### config.mk
export PLATFORM = sky130hd
export DESIGN_NAME = uart_rx_buffer
export DESIGN_NICKNAME = d
export VERILOG_FILES = /design/src/rtl/uart_rx_buffer.sv
export SDC_FILE = /design/constraint.sdc
export NUM_CORES = 1
export LEC_CHECK = 0
export CORE_AREA = 2 2 64 127
export DETAILED_ROUTE_END_ITERATION = 10
export DIE_AREA = 0 0 66 129
export GPL_TIMING_DRIVEN = 0
export PLACE_DENSITY = 0.65
export SYNTH_ARGS = -nofsm -noshare
export SYNTH_HDL_FRONTEND = slang
export SYNTH_SLANG_ARGS = --single-unit
### constraint.sdc
create_clock -name clk -period 6.1 [get_ports clk]
set_input_delay 1.525 -clock clk [delete_from_list [all_inputs] [get_ports clk]]
set_output_delay 1.525 -clock clk [all_outputs]
set_load 0.02 [all_outputs]
### src/rtl/uart_rx_buffer.sv
// rtl/uart_rx_buffer.sv - UART receive FIFO with first-word-fall-through head byte and sticky status
module uart_rx_buffer #(
  parameter int DEPTH = 8,
  parameter int PTR_W = 3,
  parameter int CNT_W = 4
) (
  input  logic             clk,
  input  logic             reset,
  input  logic             rx_done,
  input  logic [7:0]       rx_data,
  input  logic [2:0]       rx_error,
  input  logic             rd_en,
  input  logic             clr,
  output logic [7:0]       rd_data,
  output logic [CNT_W-1:0] count,
  output logic             empty,
  output logic             full,
  output logic [7:0]       status
);

  logic [7:0]       mem [DEPTH];
  logic [PTR_W-1:0] rd_ptr;
  logic [PTR_W-1:0] wr_ptr;
  logic             overrun;
  logic [2:0]       err_sticky;
  logic             rx_done_q;

  logic push_evt;
  logic push_cand;
  logic pop;
  logic push;
  logic ovf;

  assign empty = (count == '0);
  assign full  = (count == CNT_W'(DEPTH));

  // One event per rising edge of the receiver's level-type done flag.
  assign push_evt  = rx_done & ~rx_done_q;
  assign push_cand = push_evt & (rx_error == 3'b000);
  assign pop       = rd_en & ~empty;
  // When full, a same-cycle pop frees the slot the new byte lands in.
  assign push      = push_cand & (~full | pop);
  assign ovf       = push_cand & full & ~pop;

  assign rd_data = empty ? 8'h00 : mem[rd_ptr];
  assign status  = {3'b000, overrun, err_sticky, ~empty};

  always_ff @(posedge clk) begin
    if (push && !clr) begin
      mem[wr_ptr] <= rx_data;
    end
  end

  always_ff @(posedge clk or posedge reset) begin
    if (reset) begin
      rd_ptr     <= '0;
      wr_ptr     <= '0;
      count      <= '0;
      overrun    <= 1'b0;
      err_sticky <= 3'b000;
      rx_done_q  <= 1'b0;
    end else begin
      // Edge tracking runs through clr so a held level does not re-push.
      rx_done_q <= rx_done;
      if (clr) begin
        rd_ptr     <= '0;
        wr_ptr     <= '0;
        count      <= '0;
        overrun    <= 1'b0;
        err_sticky <= 3'b000;
      end else begin
        if (push) begin
          wr_ptr <= wr_ptr + PTR_W'(1);
        end
        if (pop) begin
          rd_ptr <= rd_ptr + PTR_W'(1);
        end
        if (push && !pop) begin
          count <= count + CNT_W'(1);
        end else if (pop && !push) begin
          count <= count - CNT_W'(1);
        end
        if (ovf) begin
          overrun <= 1'b1;
        end
        if (push_evt && (rx_error != 3'b000)) begin
          err_sticky <= err_sticky | rx_error;
        end
      end
    end
  end

endmodule

==> results of run 1 <==
cell families (layout without fill, tap and decap cells):
kind of cell / count (synthesis) / in the layout / share of synthesized area
fa+ha+maj: 5 / 5 / 0.0210
compound gates: 18 / 18 / 0.0397
other cells: 1 / 3 / 0.00112
simple gates: 40 / 40 / 0.0681
xor+xnor: 3 / 3 / 0.00786
mux: 28 / 28 / 0.144
flops: 79 / 79 / 0.687
buf+inv: 21 / 77 / 0.0311
state kept, by name, summed over array words and instances, names as in the netlist:
register,count
mem,64
rx_done_q,1
count,4
err_sticky,3
wr_ptr,3
overrun,1
rd_ptr,3
power breakdown:
group,internal [mW],switching (mW),total (mW)
Sequential,0.600,0.0265,0.627
Clock,0.309,0.193,0.502
Combinational,0.254,0.268,0.521
Total,1.16,0.487,1.65
cell usage in the layout (no fill, tap or decap), types with 6 or more instances in the layout:
cell and count:
edfxtp_1 64, clkbuf_16 10, clkdlybuf4s50_1 34, mux2i_1 11
a21oi_1 7, dfrtp_1 15, mux4_2 16, buf_4 10
clkbuf_1 6, nor2_1 19, inv_1 8
metrics by stage:
| step | area (um^2) | utilization | worst slack [ns] | std cells | power (mW) |
|---|---|---|---|---|---|
| floorplan | 3350 | - | 2.29 | 197 | 0.959 |
| global placement | 3810 | 0.505 | 0.811 | 325 | 1.17 |
| detailed placement | 3890 | 0.516 | 1.65 | 331 | 1.17 |
| CTS | 4180 | 0.554 | 1.61 | 347 | 1.68 |
| global route | 4180 | 0.554 | 1.52 | 347 | 1.73 |
| finish | 4180 | 0.554 | 1.68 | 347 | 1.65 |
final timing paths:
path | end | slack, ns | cells after the start
worst min-delay path | err_sticky[1] | 0.50 | 2
worst max-delay path | rd_data[6] | 1.68 | 6
min in group asynchronous | wr_ptr[0] | 1.57 | 2
worst min register to register | err_sticky[1] | 0.50 | 2
worst max register to register | count[3] | 3.20 | 8
max in group asynchronous | wr_ptr[1] | 4.13 | 2
layout make-up:
cell class,count,area [um^2],area share
timing repair buffer,40,385,0.0922
clock inverter,3,15.0,0.00359
inverter,8,30.0,0.00719
buffer,13,73.8,0.0177
clock buffer,13,272,0.0650
tap,94,118,0.0282
multi-input combinational,97,987,0.236
sequential,79,2300,0.550
metal layers:
metal | global-route usage | up-vias | share of wire
met5 | 0 | - | 0
met4 | 0.0756 | 0 | 0.017
met3 | 0.0463 | 6 | 0.037
met2 | 0.318 | 43 | 0.59
met1 | 0.177 | 923 | 0.36
li1 | - | 864 | -
worst reg2reg max path, delay by kind of cell (launching register included):
family	cells	cell delay, ns
AOI/OAI and AO/OA	4	1.33
adders and majority gates	1	0.27
buffers and inverters	1	0.15
DFF	1	0.47
muxes	2	0.56
Yosys cell counts, drive strengths merged:
cell / n
mux2: 1
xnor2: 1
conb: 1
a2111o: 1
o211ai: 1
ha: 4
nor2b: 2
o21ai: 2
mux4: 16
nor4b: 4
or3: 1
a41oi: 1
fa: 1
o41a: 1
nand3: 1
and2: 1
nand2: 2
nor3: 1
o2111ai: 1
edfxtp: 64
a21oi: 7
nand4b: 2
buf: 9
or2: 1
mux2i: 11
o31ai: 2
or4b: 2
nor4: 3
inv: 8
a21o: 2
nor2: 19
clkbuf: 4
dfrtp: 15
xor2: 2
nand3b: 1
==> impl_metrics.tcl, run 1 <==
set metrics [dict create \
    clock_sink_count 79 \
    power.ir.vdd_worst_mv 0.212 \
    grt_pass1_vias 1876 \
    timing_worst_setup_path_type "flip-flop to output port" \
    pin_count_of_the_biggest_net_entering_global_routing 16 \
    routed_wl_mm 6.50 \
    nNetsFinal 269 \
    start_util 0.443 \
    postCtsSetupRepairBufs 0 \
    run_status "complete, no violations" \
    antenna_violation_net_count_after_detailed_routing 0 \
    row_count 45 \
    die_x_um 66 \
    ioPinCount 38 \
    timing.critical_path.buf_inv 3 \
    leakage_nw 1.45 \
    fin_crit_sh 0.725 \
    post-synth-top-area-cell "edfxtp_1" \
    hold_fix_buffer_count_after_cts 0 \
    nFillCells 646 \
    clkSlewWorstSetupHoldPaths_ns 0.06 \
    die_h_um 129 \
    fin_worst_hold_slack_ns 0.501 \
    core_region_area_um2 7540 \
    path_delay_family "buffers and inverters" \
    syn_to_final_growth_pct 25.0 \
    crit_fanout 10 \
    worstSetupStartpointType "flip-flop" \
    path_cells "clkbuf_1 -> buf_1 -> mux4_2 -> mux2i_1 -> nor2_1 -> clkdlybuf4s50_1" \
    ctsHtreeMaxLevel 3 \
    drtIter0Drc 71 \
    power.density_nw_per_um2 395 \
    synthesis.area_per_instance_um2 17.1 \
    synth-warning-count 0 \
    post_drt_via_cell_ratio 5.29 \
    tns_ns 0 \
    synth_cell_types 39 \
    fmax_mhz 226 \
    crit_slowest_cell "clkdlybuf4s50_1" \
    holdCritStartpoint "err_sticky[1]" \
    report.final.setup_viol 0 \
    route.detailed.wl_per_inst_um 18.7 \
    drc 0 \
    critPathCaptureType "output port" \
    finalWeightedCongestion 0.714 \
    cts-buffers-inserted 9 \
    timing.hold.worst.class "flip-flop to flip-flop" \
    tritoncts "done" \
    synthesis.area_um2 3340 \
    antenna_cells 0 \
    worst_slew_margin_rel 0.219 \
    buffer_ports.inserted 34 \
    cts_resized 0 \
    worstSkewPairLatency_ns 0.33 \
    final-max-slew-violation-count 0 \
    synthTopCellsByArea "edfxtp_1, dfrtp_1, mux4_2, mux2i_1, nor2_1" \
    cts_root_buffer "clkbuf_16" \
    finalHoldViolations 0 \
    dr.pass1.iters 4 \
    gr-usage-all-layers 0.173 \
    maximum_buffer_depth_of_the_clock_tree 2 \
    cp-startpoint "rd_ptr[1]" \
    die_area_um2 8510 \
    grt_overflow_total 0 \
    worst-endpoint-arrival_ns 2.90 \
    grt_setup_unrepaired "no" \
    fin_crit_ns 4.42 \
    cap_violations 0 \
    hpwl_dp_mm 4.62 \
    worst_r2r_startpoint "count[0]" \
    postSynthRegisterBits 79 \
    netlist_instances 195 \
    skew_ns 0.00442 \
    drive_gt1_frac 0.213 \
    critPathMaxStageDelay_ns 0.59 \
    dr_total_vias 1836 \
    seq_area_frac_synth 0.687 \
    crit_required_ns 4.58 \
    tightestPinTransition_ns 1.16 \
    wire_length_of_the_first_global_routing_pass_mm 10.0 \
    yosysTopAreaCellShare 0.575 \
    grt_antenna_before_repair 0 \
]
No activity file was read; power rests on OpenSTA's default activity.
==> inputs of run 2 (changes only) <==
--- a/config.mk
+++ b/config.mk
@@ -9,7 +9,7 @@
 export DETAILED_ROUTE_END_ITERATION = 10
 export DIE_AREA = 0 0 66 129
 export GPL_TIMING_DRIVEN = 0
-export PLACE_DENSITY = 0.65
+export PLACE_DENSITY = 0.68
 export SYNTH_ARGS = -nofsm -noshare
 export SYNTH_HDL_FRONTEND = slang
 export SYNTH_SLANG_ARGS = --single-unit
==> constraint.sdc (replaced) <==
create_clock -name clk -period 3.9 [get_ports clk]
set_input_delay 0.975 -clock clk [delete_from_list [all_inputs] [get_ports clk]]
set_output_delay 0.975 -clock clk [all_outputs]
set_load 0.02 [all_outputs]
==> impl_metrics.tcl, run 2 (same netlist as run 1, synthesis figures left out) <==
set metrics [dict create \
    max_flop_register "mem" \
    power.ir.vdd_worst_mv 0.466 \
    largest_registers "mem x64, count x4" \
    largest_reg_flops 64 \
    antenna_violation_net_count_after_detailed_routing 0 \
    drive_gt1_frac 0.209 \
    wire_length_of_the_first_global_routing_pass_mm 10.4 \
    maximum_buffer_depth_of_the_clock_tree 2 \
    fin_crit_sh 0.950 \
    ioPinCount 38 \
    worst-endpoint-arrival_ns 2.73 \
    power.density_nw_per_um2 627 \
    drtIter0Drc 55 \
    grt_overflow_total 0 \
    report.final.setup_viol 0 \
    grt_antenna_before_repair 0 \
    hpwl_dp_mm 4.75 \
    worstSetupStartpointType "flip-flop" \
    mostFrequentLayoutCell "edfxtp_1" \
    fmax_mhz 270 \
    clkSlewWorstSetupHoldPaths_ns 0.05 \
    critPathCaptureType "output port" \
    drc 0 \
    antenna_cells 0 \
    pin_count_of_the_biggest_net_entering_global_routing 16 \
    core_region_area_um2 7540 \
    finalHoldViolations 0 \
    postCtsSetupRepairBufs 0 \
    clock_sink_count 79 \
    syn_to_final_growth_pct 25.1 \
    tritoncts "done" \
    grt_setup_unrepaired "no" \
    dr.pass1.iters 4 \
    row_count 45 \
    timing_worst_setup_path_type "flip-flop to output port" \
    worst_slew_margin_rel 0.385 \
    die_area_um2 8510 \
    tightestPinTransition_ns 0.918 \
    leakage_nw 1.45 \
    run_status "complete, no violations" \
    grt_pass1_vias 1940 \
    fin_crit_ns 3.71 \
    routed_wl_mm 6.54 \
    cap_violations 0 \
    ctsHtreeMaxLevel 3 \
    crit_fanout 10 \
    post_drt_via_cell_ratio 5.31 \
    route.detailed.wl_per_inst_um 18.8 \
    cts-buffers-inserted 9 \
    skew_ns 0.00743 \
    fin_worst_hold_slack_ns 0.498 \
    finalWeightedCongestion 0.820 \
    gr-usage-all-layers 0.173 \
    worstSkewPairLatency_ns 0.33 \
    die_x_um 66 \
    cts_root_buffer "clkbuf_16" \
    crit_required_ns 2.92 \
    final_cell_mix "edfxtp_1, clkdlybuf4s50_1, nor2_1" \
    nNetsFinal 270 \
    final-max-slew-violation-count 0 \
    die_h_um 129 \
    timing.hold.worst.class "flip-flop to flip-flop" \
    buffer_ports.inserted 34 \
    start_util 0.443 \
    dr_total_vias 1841 \
    total_power_mw 2.63 \
]
run 2: changes by cell type in the layout (fill, tap and decap cells not counted):
| cell | previous run | this run |
|---|---|---|
| clkinv_2 | 3 | 0 |
| buf_1 | 2 | 1 |
| buf_2 | 2 | 3 |
| buf_4 | 10 | 11 |
| bufinv_16 | 0 | 1 |
| clkbuf_1 | 6 | 7 |
| clkbuf_16 | 10 | 9 |
| clkinv_1 | 0 | 1 |
run 2: cell type report:
type / instances / area (um^2)
fillers: 642 / 3360
flip-flops and latches: 79 / 2300
multi-input cells: 97 / 987
repair buffers: 41 / 393
clock buffers: 13 / 250
well taps: 94 / 118
plain buffers: 13 / 75.1
clock inverters: 2 / 33.8
inverters: 8 / 30.0
run 2: repair_timing:
item / 4_1_cts / 5_1_grt
endpoints found under the hold margin: 0 / 0
endpoints found under the setup margin: 2 / 0
resized for setup: 1 / 0
hold buffers: 0 / 0
run 2: per-stage QoR:
step                      TNS [ns]  setup WS (ns)  utilization  cells  area [um^2]
after floorplan                  0          0.640            -    197         3350
after global placement      -28.10         -0.901        0.505    325         3810
after detailed placement         0        0.00996        0.517    332         3900
after CTS                        0          0.126        0.555    347         4180
after global routing             0        0.00568        0.555    347         4180
final                            0          0.195        0.555    347         4180
run 2: per-layer routing:
| metal | wire, um | up-vias | track usage |
|---|---|---|---|
| li1 | - | 861 | - |
| met1 | 2370 | 925 | 0.185 |
| met2 | 3790 | 45 | 0.319 |
| met3 | 247 | 10 | 0.0358 |
| met4 | 123 | 0 | 0.0744 |
| met5 | 0 | - | 0 |
run 2: final timing paths:
kind	start	to	slack (ns)	cells past startpoint
worst min register to register	err_sticky[0]	err_sticky[0]	0.50	2
min in group asynchronous	reset	rx_done_q	1.02	2
max in group asynchronous	reset	count[1]	2.48	2
worst max-delay path	rd_ptr[0]	rd_data[7]	0.19	6
worst max register to register	count[0]	count[3]	0.98	8
worst min-delay path	err_sticky[0]	err_sticky[0]	0.50	2
run 2: report_power, final:
part | switching [mW] | internal [mW] | total [mW]
clock network | 0.293 | 0.508 | 0.801
logic | 0.431 | 0.411 | 0.842
registers | 0.0430 | 0.939 | 0.982
run 2: worst max-delay path, stage by stage (launching register included):
cell,delay [ns]
dfrtp_1,0.34
buf_2,0.29
buf_2,0.41
mux4_2,0.56
mux2i_1,0.17
nor2_1,0.06
clkdlybuf4s50_1,0.57
==> edit 1 (config.mk and constraints of run 2) <==
Make the reset (`reset`) synchronous in one clocked block.
--- a/src/rtl/uart_rx_buffer.sv
+++ b/src/rtl/uart_rx_buffer.sv
@@ -52,5 +52,5 @@
   end
 
-  always_ff @(posedge clk or posedge reset) begin
+  always_ff @(posedge clk) begin
     if (reset) begin
       rd_ptr     <= '0;
Behaviour: differs if reset is asserted again (counterexample within 4 cycles, from zero or initial values and one cycle with reset high); with reset held inactive, the same outputs for 10 cycles.
==> edit 1 against run 2 <==
  * Final area is 2.9% lower
  * Critical path depth unchanged
  * Setup slack better by 0.27 ns
  * Routed wire length fell by 8.7%
  * Synthesized area is 0.75% lower
  * Sequential cell count grew 3
Power is not compared: it rests on default switching activity, and its combinational part moved more than twofold at a synthesized area within 25%.
==> edit 1: results (changes against run 2) <==
Outcome
  – Status: completed

Synth
  – Synth top area cells: edfxtp_1 (58%), dfxtp_1 (11%), mux4_2 (11%)
  – Seq/Total Area, Yosys: 0.688 (about the same)
  – Synth cell types: 37 (-5.1%)
  – Share of synthesized registers carrying an async set or reset: 0 (-0.190)
  – Synth top cells by count: edfxtp_1 (64), nor2_1 (27), dfxtp_1 (18)
  – Syn_area_per_cell: 16.4 um2 (-4.2%)

Final layout
  – Nets@finish: 272 (+0.74%)
  – Share of cells above drive strength 1: 0.184 (-0.0252)
  – Layout Cells excl Fill: 349 (+0.58%)

STA
  – Fin Clk Skew: 0.00623 ns (-0.00120 ns)
  – Slew Limit Headroom: 0.108 (-0.277)
  – Hold Vio Cnt, Final: 0 (unchanged)

Placement
  – Port bufs: 34 (unchanged)
  – Placement Setup Slack: 0.0578 ns (+0.0478 ns)
  – RePlAce Congestion: 0.725 (-12%)
  – Placed Instance Area: 3790 um2 (-2.7%)
  – Dpl hpwl: 4160 um (-12%)

Floorplanning
  – Initial Util: 0.440 (-0.00332)

Drt
  – Vias per std cell: 5.04 (-4.9%)
  – Drt first-iter violations: 42 (-24%)
  – Routed len/inst: 17.1 um (-9.3%)

Clock tree
  – H-tree depth: 3 (unchanged)
  – Post-cts gate resize count: 0 (-1)

Global routing
  – First-pass GRT wire length: 9200 um (-11%)
  – Global-route usage over all layers: 0.158 (-0.0150)
  – Largest net degree at the start of global routing: 13 (-3)

Worst setup path
  – Arrival time at the worst endpoint: 2.46 ns (-0.27 ns)
edit 1: cell types whose count changed after synthesis, sizes merged, moves of 4 or more:
cell / change
dfrtp: -15
dfxtp: +18
nor2: +9
nor4b: -4
edit 1: power by group:
group / total, mW / switching, mW / leakage [nW] / internal [mW]
registers: 0.950 / 0.00409 / 0.721 / 0.946
clock network: 0.741 / 0.293 / 0.128 / 0.448
logic: 0.128 / 0.0684 / 0.481 / 0.0598
edit 1: cells by family after synthesis:
kind of cell | after synthesis | synth area share
xor+xnor | 5 | 0.0132
compound gates | 13 | 0.0279
mux | 26 | 0.139
other cells | 1 | 0.00113
buf+inv | 20 | 0.0294
flops | 82 | 0.688
fa+ha+maj | 6 | 0.0249
simple gates | 49 | 0.0769
edit 1: worst max-delay path, cell delays in order, from the launching register on:
cell and delay, ns:
dfxtp_1 0.31, buf_1 0.35, buf_2 0.37, mux4_2 0.34, mux2i_1 0.18, nor2_1 0.06, clkdlybuf4s50_1 0.54
edit 1: metal layers:
layer  vias to the layer above  share of wire  GRT usage  wire length, um
met1                       852           0.37      0.162             2210
li1                        851              -          -                -
met5                         -              0          0                0
met2                        49           0.57      0.291             3370
met4                         0          0.023     0.0756              138
met3                         8          0.040     0.0376              240
edit 1: cell type report:
cell class	instances	area, um2
fillers	653	3480
flip-flops and latches	82	2280
multi-input cells	102	956
repair buffers	35	345
clock buffers	15	258
well taps	94	118
plain buffers	14	75.1
inverters	6	22.5
clock inverters	1	5.00
edit 1: path summary, 6_finish.rpt:
check / from / endpoint / slack, ns / depth (start not counted)
hold reg to reg: err_sticky[2] / err_sticky[2] / 0.48 / 2
setup reg to reg: count[1] / count[3] / 1.16 / 10
hold / removal: err_sticky[2] / err_sticky[2] / 0.48 / 2
setup / recovery: flip-flop / rd_data[0] / 0.46 / 6
==> edit 2 (config.mk and constraints of run 2) <==
Without the edit above. Set the parameter `CNT_W` to 6 (it was 4).
--- a/src/rtl/uart_rx_buffer.sv
+++ b/src/rtl/uart_rx_buffer.sv
@@ -3,5 +3,5 @@
   parameter int DEPTH = 8,
   parameter int PTR_W = 3,
-  parameter int CNT_W = 4
+  parameter int CNT_W = 6
 ) (
   input  logic             clk,
Interface: changed (resized count); port bits go from 38 to 40. No check against the original RTL was run, so the function may have changed too.
==> edit 2 against run 2 <==
  * Clock power down 7.7%
  * Sequential cell count up 2
  * Setup slack better by 0.035 ns
  * Clock skew decreased by 0.0012 ns
  * Register-to-register slack got worse by 0.04 ns
  * Cell count grew 4.3%
  * Final area grew 1.9%
  * Routed wire length increased by 3.5%
  * Synthesized area increased by 4.4%
  * Critical path depth unchanged
  * Power fell by 1.7%
  * Largest cell class unchanged
  * Largest power group unchanged
==> edit 2: results (changes against run 2) <==
Global routing
  – First-pass GRT wire length: 10,600 um (+1.7%)
  – Antenna violations before repair: 0 (unchanged)
  – Met3 Use GR: 0.0393 (+0.00350)
  – M2 GR Usage: 0.327 (+0.00832)
  – Gr busiest metal: met2
  – Met1 GRT Util: 0.190 (+0.00519)
  – Global-route usage over all layers: 0.178 (+0.00503)
  – Largest net degree at the start of global routing: 18 (+2)
  – Vias in the first global route: 1,973 (+1.7%)

Clock tree
  – Clock Pin Slew Worst Setup and Hold Paths: 0.06 ns
  – Root buffer cell: clkbuf_16
  – Post-cts gate resize count: 2 (+1)
  – H-tree depth: 3 (unchanged)

Worst setup path
  – CP Max Fanout: 10 (unchanged)
  – CP top delay family: buffers and inverters
  – Arrival time at the worst endpoint: 2.69 ns (-0.04 ns)
  – Critical-path top delay cell: mux4_2
  – Critical Path Max Stage Delay: 0.57 ns (about the same)

Drt
  – Via count: 1,918 (+4.2%)
  – Router iterations before antenna repair: 4 (unchanged)
  – Routed len/inst: 18.7 um (-0.83%)
  – Met2 routed WL: 3870 um (+2.1%)
  – Wl on met1: 2560 um (+7.7%)
  – Routed wl met3: 216 um (-13%)
  – Max layer used: met4
  – Drt first-iter violations: 62 (+13%)

Final layout
  – Nets@finish: 286 (+5.9%)
  – # fillers: 634 (-1.2%)
  – Share of cells above drive strength 1: 0.198 (-0.0117)
  – Top Registers: mem (64), count (6)

Synth
  – Post-synthesis adder-cell area fraction: 0.0272 (+0.00628)
  – Compound-gate portion of the synthesized area: 0.0341 (-0.00562)
  – Seq/Total Area, Yosys: 0.672 (-0.0147)
  – Synth top area cells: edfxtp_1 (55%), dfrtp_1 (12%), mux4_2 (10%)
  – Multiplexer share of the synthesized area: 0.138 (-0.00645)
  – Synth top cells by count: edfxtp_1 (64), nor2_1 (25), dfrtp_1 (17)
  – Synth Area in XOR/XNOR: 0.0226 (+0.0147)
  – Share of synthesized registers carrying an async set or reset: 0.210 (+0.0200)

Worst hold path
  – Hold WC Path Type: flip-flop to flip-flop

Power and ir drop
  – Worst vdd ir: 0.338 mV (-27%)
  – Leakage power: 1.52 nW (+5.0%)
  – Pwr Density: 605 nW/um2 (-3.6%)
  – NetSw: 773 uW (+0.71%)

STA
  – Fin Clk Skew: 0.00625 ns (-0.00118 ns)
  – Least-Margin Pin Slew: 0.880 ns (-0.0384 ns)

Placement
  – RePlAce Congestion: 0.774 (-5.6%)
  – Dpl hpwl: 4750 um (about the same)
  – Port bufs: 35 (+2.9%)

Outcome
  – Status: completed
edit 2: cell count changes after synthesis, moves of 3 or more:
cell,change
nor2_1,+6
nor3b_1,+3
nor4b_1,-4
xnor2_1,+4
edit 2: power groups by stage:
stage | Sequential [mW] | Combinational [mW] | Clock (mW)
after detailed placement | 1.01 | 0.863 | 0
final | 0.994 | 0.848 | 0.739
after floorplan | 1.03 | 0.539 | 0
after CTS | 0.995 | 0.866 | 0.745
after global placement | 1.01 | 0.849 | 0
after global routing | 0.998 | 0.927 | 0.784
edit 2: area by class of cell:
cell class                 count  area, um2  share of cell area
buffer                        14       82.6              0.0194
multi-input combinational    113       1070               0.251
sequential                    81       2350               0.550
timing repair buffer          36        358              0.0839
tap                           94        118              0.0276
clock inverter                 4       22.5             0.00528
inverter                       8       30.0             0.00704
clock buffer                  12        236              0.0555
edit 2: final timing paths:
check	from	to	slack, ns	cells past startpoint
setup reg to reg	count[0]	count[5]	0.94	10
hold / removal	err_sticky[1]	err_sticky[1]	0.50	2
hold reg to reg	err_sticky[1]	err_sticky[1]	0.50	2
max in group asynchronous	reset	err_sticky[0]	2.41	2
min in group asynchronous	reset	count[4]	1.05	2
setup / recovery	rd_ptr[0]	rd_data[2]	0.23	6
edit 2: per-stage QoR:
| stage | worst slack [ns] | cells | area (um2) | util |
|---|---|---|---|---|
| 3_5_place_dp | 0.00586 | 346 | 4000 | 0.530 |
| 3_3_place_gp | -0.413 | 345 | 3970 | 0.526 |
| 2_1_floorplan | 0.829 | 216 | 3500 | - |
| 5_1_grt | 0.0808 | 362 | 4260 | 0.565 |
| 4_1_cts | 0.0750 | 362 | 4260 | 0.565 |
| 6_report | 0.230 | 362 | 4260 | 0.565 |
